===== config.mk =====
export PLATFORM = sky130hd
export DESIGN_NAME = sevenseg_scanner
export DESIGN_NICKNAME = d
export VERILOG_FILES = /design/src/rtl/sevenseg_scanner.sv
export SDC_FILE = /design/constraint.sdc
export NUM_CORES = 1
export LEC_CHECK = 0
export CORE_MARGIN = 2
export CORE_UTILIZATION = 51
export DETAILED_ROUTE_END_ITERATION = 10
export GPL_TIMING_DRIVEN = 0
export PLACE_DENSITY_LB_ADDON = 0.08
export RECOVER_POWER = 25
export SLEW_MARGIN = 20
export SYNTH_ARGS = -nofsm -noshare
export SYNTH_HDL_FRONTEND = slang
export SYNTH_SLANG_ARGS = --single-unit

===== constraint.sdc =====
create_clock -name clk -period 1.99 [get_ports clk]
set_input_delay 0.398 -clock clk [delete_from_list [all_inputs] [get_ports clk]]
set_output_delay 0.398 -clock clk [all_outputs]
set_load 0.03 [all_outputs]

===== src/rtl/sevenseg_scanner.sv =====
// Four-digit multiplexed seven-segment scanner with double-buffered display data.
// Slots rotate every REFRESH_DIV cycles; new data is applied only at frame boundaries.
module sevenseg_scanner #(
    parameter int unsigned REFRESH_DIV = 100_000,
    parameter int unsigned DEAD_CYCLES = 2
) (
    input  logic        clk,
    input  logic        rst_n,
    input  logic        load,
    input  logic [15:0] value,
    input  logic [3:0]  blank_mask,
    output logic [6:0]  seven_segment,
    output logic [3:0]  anodes,
    output logic [1:0]  digit_sel,
    output logic        frame_done
);

    localparam int unsigned CNT_W = (REFRESH_DIV > 1) ? $clog2(REFRESH_DIV) : 1;
    localparam logic [CNT_W-1:0] CNT_MAX  = CNT_W'(REFRESH_DIV - 1);
    localparam logic [CNT_W-1:0] DEAD_LIM = CNT_W'(DEAD_CYCLES);

    logic [CNT_W-1:0] cnt;
    logic             slot_tick_c;
    logic             frame_tick_c;

    logic [15:0]      shadow_val;
    logic [3:0]       shadow_blank;
    logic             pending;
    logic [15:0]      disp_val;
    logic [3:0]       disp_blank;

    logic [3:0]       nibble;
    logic             lit;
    logic [6:0]       seg_nxt;
    logic [3:0]       anodes_nxt;

    assign slot_tick_c  = (cnt == CNT_MAX);
    assign frame_tick_c = slot_tick_c && (digit_sel == 2'd3);

    // Refresh counter and digit slot rotation
    always_ff @(posedge clk or negedge rst_n) begin
        if (!rst_n) begin
            cnt        <= '0;
            digit_sel  <= 2'd0;
            frame_done <= 1'b0;
        end else begin
            frame_done <= frame_tick_c;
            if (slot_tick_c) begin
                cnt       <= '0;
                digit_sel <= digit_sel + 2'd1;
            end else begin
                cnt <= cnt + CNT_W'(1);
            end
        end
    end

    // Shadow capture and frame-aligned transfer into the display register
    always_ff @(posedge clk or negedge rst_n) begin
        if (!rst_n) begin
            shadow_val   <= 16'h0000;
            shadow_blank <= 4'h0;
            pending      <= 1'b0;
            disp_val     <= 16'h0000;
            disp_blank   <= 4'h0;
        end else if (load && frame_tick_c) begin
            // Load on the boundary bypasses the shadow; anything older is superseded.
            disp_val   <= value;
            disp_blank <= blank_mask;
            pending    <= 1'b0;
        end else if (load) begin
            shadow_val   <= value;
            shadow_blank <= blank_mask;
            pending      <= 1'b1;
        end else if (frame_tick_c && pending) begin
            disp_val   <= shadow_val;
            disp_blank <= shadow_blank;
            pending    <= 1'b0;
        end
    end

    // Next segment/anode pattern for the slot currently in progress
    always_comb begin
        nibble     = 4'h0;
        lit        = 1'b0;
        seg_nxt    = 7'h7F;
        anodes_nxt = 4'hF;

        case (digit_sel)
            2'd0:    nibble = disp_val[3:0];
            2'd1:    nibble = disp_val[7:4];
            2'd2:    nibble = disp_val[11:8];
            default: nibble = disp_val[15:12];
        endcase

        lit = (cnt >= DEAD_LIM) && !disp_blank[digit_sel];

        if (lit) begin
            anodes_nxt = ~(4'b0001 << digit_sel);
            case (nibble)
                4'h0:    seg_nxt = 7'h40;
                4'h1:    seg_nxt = 7'h79;
                4'h2:    seg_nxt = 7'h24;
                4'h3:    seg_nxt = 7'h30;
                4'h4:    seg_nxt = 7'h19;
                4'h5:    seg_nxt = 7'h12;
                4'h6:    seg_nxt = 7'h02;
                4'h7:    seg_nxt = 7'h78;
                4'h8:    seg_nxt = 7'h00;
                4'h9:    seg_nxt = 7'h10;
                4'hA:    seg_nxt = 7'h08;
                4'hB:    seg_nxt = 7'h03;
                4'hC:    seg_nxt = 7'h46;
                4'hD:    seg_nxt = 7'h21;
                4'hE:    seg_nxt = 7'h06;
                default: seg_nxt = 7'h0E;
            endcase
        end
    end

    // Registered display drive, one cycle behind counter/slot state
    always_ff @(posedge clk or negedge rst_n) begin
        if (!rst_n) begin
            seven_segment <= 7'h7F;
            anodes        <= 4'hF;
        end else begin
            seven_segment <= seg_nxt;
            anodes        <= anodes_nxt;
        end
    end

endmodule


* Yosys cells after proc, flatten, opt, wreduce, memory -nomap -nowiden
Memory sizes are Yosys's and may differ from the RTL's. Index checks and enable logic that the tools add are counted.
Storage, ports and cells: register bits 72, ROM bits 112, bits of input ports 23, output and inout bits 14, logic and storage cells 48, memories kept 1
Memories:
- (name not given) | words 16, bits a word 7, read ports 1, clocked after Yosys merged registers in 0, write ports 0, line 99 | case (nibble)
Operators by class: add/subtract/negate cells 2, order comparisons 2, equality and inequality tests 5, shift-type cells 1, mux-type cells 15, bitwise operators 2, reduce and logical (&&, ||, !) cells 10
Operator list (number):
- $mux W16 | 3
- $add A17 B1 Y17 const B | 1
- $eq A17 B17 Y1 const B | 1
- $ge A17 B2 Y1 const B | 1
- $mux W17 | 1
- $mux W4 | 4
- $pmux W4 S3 | 1
- $mux W7 | 1
- $eq A2 B2 Y1 const B | 2
- $logic_and A1 B1 Y1 | 4
- $mux W1 | 4
- $not A4 Y4 | 1
- $reduce_and A2 Y1 | 2
- $shl A1 B2 Y4 const A | 1
- $lt A2 B3 Y1 const B | 1
- $reduce_bool A3 Y1 | 1
- $add A2 B1 Y2 const B | 1
- $bmux W1 S2 | 1
- $eq A2 B1 Y1 const B | 1
- $logic_not A2 Y1 | 1
- $ne A2 B1 Y1 const B | 1
- $reduce_bool A2 Y1 | 1
- $logic_not A1 Y1 | 1
- $not A1 Y1 | 1

* Longest topological paths before layout
depth in word-level cells 6, depth in mapped cells 11, depth with buffers taken out 11

* Least setup slack after synthesis
Ideal clock, no wire load.
path type register to register, start point reg digit_sel[0], end point reg seven_segment[2], library setup time 0.111 ns, data arrival time 2.267 ns, required time 1.879 ns, setup slack -0.388 ns, stages on the path, launching flop included 9, path buffers 0, clock period less this slack 2.378 ns, cell sequence dfrtp_1 inv_1 ha_1 a222oi_1 nand2_1 o21ai_0 inv_1 ha_1 o311ai_0
Between the ends: cells in the longest elaborated chain, start to end 5, elaborated cells on any way between the ends 10, classes of those cells 2 x eq/ne; 4 x mux; 3 x reduce/logical; 1 x memory
Ends and longest elaborated chain:
- start, declared | line 14 | output logic [1:0] digit_sel,
- start signal, assigned | line 50 | digit_sel <= digit_sel + 2'd1;
- parallel branches: the longest is 4 deep, another holds $mem_v2 Z16 W7
- $mux W7 * | line 97 | if (lit) begin
- named net seg_nxt[2] | line 34 | logic [6:0] seg_nxt;
- end signal, assigned | line 126 | seven_segment <= seg_nxt;
- end, declared | line 12 | output logic [6:0] seven_segment,
Mark *: on every way through the listed nets, which the timed path passes. The select of a mux whose other input is x is not followed. A chain may end at the register's enable or synchronous reset.

* Worst setup path in the final report
Ends and elaborated chain as after synthesis.

==> results.ini <==
[power]
vdd_drop_max_v=0.000485
p_leak_nw=2.11
p_per_area_nw_per_um2=719
power_mw=3.38

[setup_path]
slowest_stage=a222oi_1
critPathMaxFanout=5
required_ns=2.23
slowest_delay_ns=0.51
critPathKind=flip-flop to flip-flop
crit_buf_inv=3
crit_chain=inv_4 > ha_4 > a222oi_1 > a21oi_4 > buf_6 > buf_6 > ha_4 > nand3_2 > o311ai_2
cp-start-kind=flip-flop
arrival_ns=2.27
critPathCaptureType=flip-flop
r2r_start=digit_sel[0]
r2r_cells=9
reg2reg_slack_ns=-0.04
r2r_end=seven_segment[2]
critical_path.top_delay_family=compound AO/OA/AOI/OAI gates

[synth]
ys_seq_elements=72
yosys.cell_types.count=41
synth_xor_xnor_area_share_pct=3.84
synth_top_family_by_area=simple AND/OR/NAND/NOR gates
ys_warn_count=0
syn-cell-area_sq_um=3420
yosysSeqAreaShare_pct=53.1
synth_compound_area_share_pct=11.3
synthArstFlopShare_pct=100
muxShareOfSynthArea_pct=7.54
synth_top_cell_area_share_pct=44.7
synth_area_leaders=dfrtp_1 45%, dfstp_2 8.5%, mux2_1 6.6%, nor2_1 4.5%, ha_1 4.4%
synth_top_cell_by_area=dfrtp_1
yosys_most_used_dff=dfrtp_1
yosys.area_share.simple_pct=14.4
synth-adder-area-share_pct=4.39
synth_cells=338
synth_edf_count=0
syn-num-nets=373
syn-mean-instance-area_sq_um=10.1

[final_layout]
mostFrequentLayoutCells=56 x dfrtp_1, 38 x nor2_1, 34 x clkdlybuf4s50_1, 23 x a21oi_1
fillers=461
post-route-util_pct=73.1
final_common_cell=dfrtp_1
multi_input_area_sq_um=1690
antenna_cells=0
register_area_sq_um=1820
design_area_sq_um=4690
fin_nets=448
syn_to_final_growth_pct=37.3
layout-drive-gt1-share_pct=29.9

[global_routing]
first_global_vias=2694
use_met3_pct=4.14
antenna_found_initial=0
grt_pass1_wl_um=12900
overflow=0
grt.busiest_layer=met2
grt_max_degree=42
met2_usage_pct=37.2
grtUsageMet1_pct=29.5
grt_use_total_pct=22.7

[sta]
finalCritPeriodShare_pct=102
fin_skew_ns=0.00779
worstMarginPinSlew_ns=0.833
finalSetupViolations=20
rsz0062_at_grt=yes
setup_ws_ns=-0.0415
hold_viol=0
finalMaxSlewViolations=0
fin_crit_ns=2.03
fmax_mhz=492
max_slew_margin_pct=43.9

[floorplanning]
chipHeight_um=85.9
die-area_sq_um=7370
core_sq_um=6420
start_util_pct=53.2
ios=37
row_count=29
die_x_um=85.9

[routing]
drt-wirelength-per-cell_um=16.2
via_per_inst=5.60
num_vias=2772
first_pass_iters=8
drc=3
drtIter0Drc=104
wl_um=8040
antenna_left=0

[placed_design]
gp_congestion=0.932
placed_area_sq_um=3940
hpwl_um=4920
io_buffers=36

[clocking]
cts-root-buf=clkbuf_8
path_clk_slew_ns=0.08
cts_buffers=9
cts.htree.levels=3
cts_tree=built
cts_max_path_buffers=2
insertion_delay_ns=0.35
cts.sinks=72

[hold_path]
hold_class=flip-flop to flip-flop
whs_endpoint=shadow_val[14]
min_path_cells=1
min_from=shadow_val[14]

[run]
max_cap_violations=0

[run_status]
run_status=finished with violations
violations=design-rule violations, negative setup slack

## worst max-delay path by stage
stage | start | to | slack [ns] | depth (start not counted)
after floorplan | digit_sel[0] | seven_segment[5] | 0.003 | 11
after global placement | rst_n | digit_sel[1] | -2.17 | 1
after detailed placement | cnt[13] | shadow_val[7] | -0.22 | 6
after CTS | cnt[1] | shadow_val[5] | -0.09 | 8
after global routing | digit_sel[0] | seven_segment[2] | -0.17 | 9
final | digit_sel[0] | seven_segment[2] | -0.04 | 9
## worst register-to-register path, stage by stage, from the launching register on
cell	delay (ns)
dfrtp_2	0.42
inv_4	0.06
ha_4	0.17
a222oi_1	0.51
a21oi_4	0.16
buf_6	0.16
buf_6	0.12
ha_4	0.15
nand3_2	0.06
o311ai_2	0.12
## repair_timing
action	4_1_cts	5_1_grt
hold buffers	1	0
buffers inserted	17	8
setup endpoints to repair	48	49
resized for setup	39	43
gates cloned	2	1
pin swaps	8	18
endpoints found under the hold margin	20	0
## stage by stage
| step | worst slack [ns] | hold slack [ns] | TNS, ns | std cells |
|---|---|---|---|---|
| after global placement | -2.17 | 0.473 | -135.04 | 451 |
| after global routing | -0.169 | 0.532 | -2.68 | 495 |
| final | -0.0415 | 0.512 | -0.350 | 495 |
| after floorplan | 0.00298 | 0.102 | 0 | 338 |
| after CTS | -0.0945 | 0.513 | -2.06 | 487 |
| after detailed placement | -0.224 | 0.361 | -7.52 | 452 |
## power by group
part           internal (mW)  leakage, nW  switching [mW]
sequential              1.54        0.850          0.0395
clock                  0.809        0.115           0.561
combinational          0.217         1.15           0.205
## synthesized netlist by cell type, drive strengths merged (5+ instances only)
| cell | number |
|---|---|
| xnor2 | 8 |
| nor3 | 7 |
| inv | 28 |
| mux2 | 20 |
| dfstp | 11 |
| dfrtp | 61 |
| nand3 | 23 |
| a21oi | 26 |
| xor2 | 7 |
| o21ai | 23 |
| nand2 | 19 |
| nor2 | 41 |
| buf | 7 |
| nand4 | 5 |
| clkbuf | 9 |
| ha | 12 |
## layout make-up
class	count	area share (%)
buffer	15	2.08
sequential	72	38.8
multi-input combinational	222	36.0
clock buffer	12	3.52
inverter	28	2.35
timing repair buffer	65	13.6
clock inverter	4	1.60
tap	77	2.05
## cell families (layout without fill, tap and decap cells)
| family | count (synthesis) | in the layout |
|---|---|---|
| AO/OA/AOI/OAI | 67 | 67 |
| XOR/XNOR | 15 | 15 |
| buffers and inverters | 44 | 124 |
| multiplexers | 22 | 22 |
| flip-flops | 72 | 72 |
| AND/OR/NAND/NOR | 106 | 106 |
| adder cells (fa/ha/maj) | 12 | 12 |
## state kept, by name, indices dropped and copies added, names as in the netlist
| name | count |
|---|---|
| shadow_val | 16 |
| disp_blank | 4 |
| pending | 1 |
| digit_sel | 2 |
| disp_val | 16 |
| shadow_blank | 4 |
| cnt | 17 |
| anodes | 4 |
| seven_segment | 7 |
| frame_done | 1 |
## routing by layer
layer | wire length (um) | vias up | share of wire, %
li1 | - | 1304 | -
met1 | 3490 | 1386 | 43
met2 | 4060 | 63 | 50
met3 | 296 | 19 | 3.7
met4 | 191 | 0 | 2.4
met5 | 0 | - | 0
(Power assumes the default switching activity.)
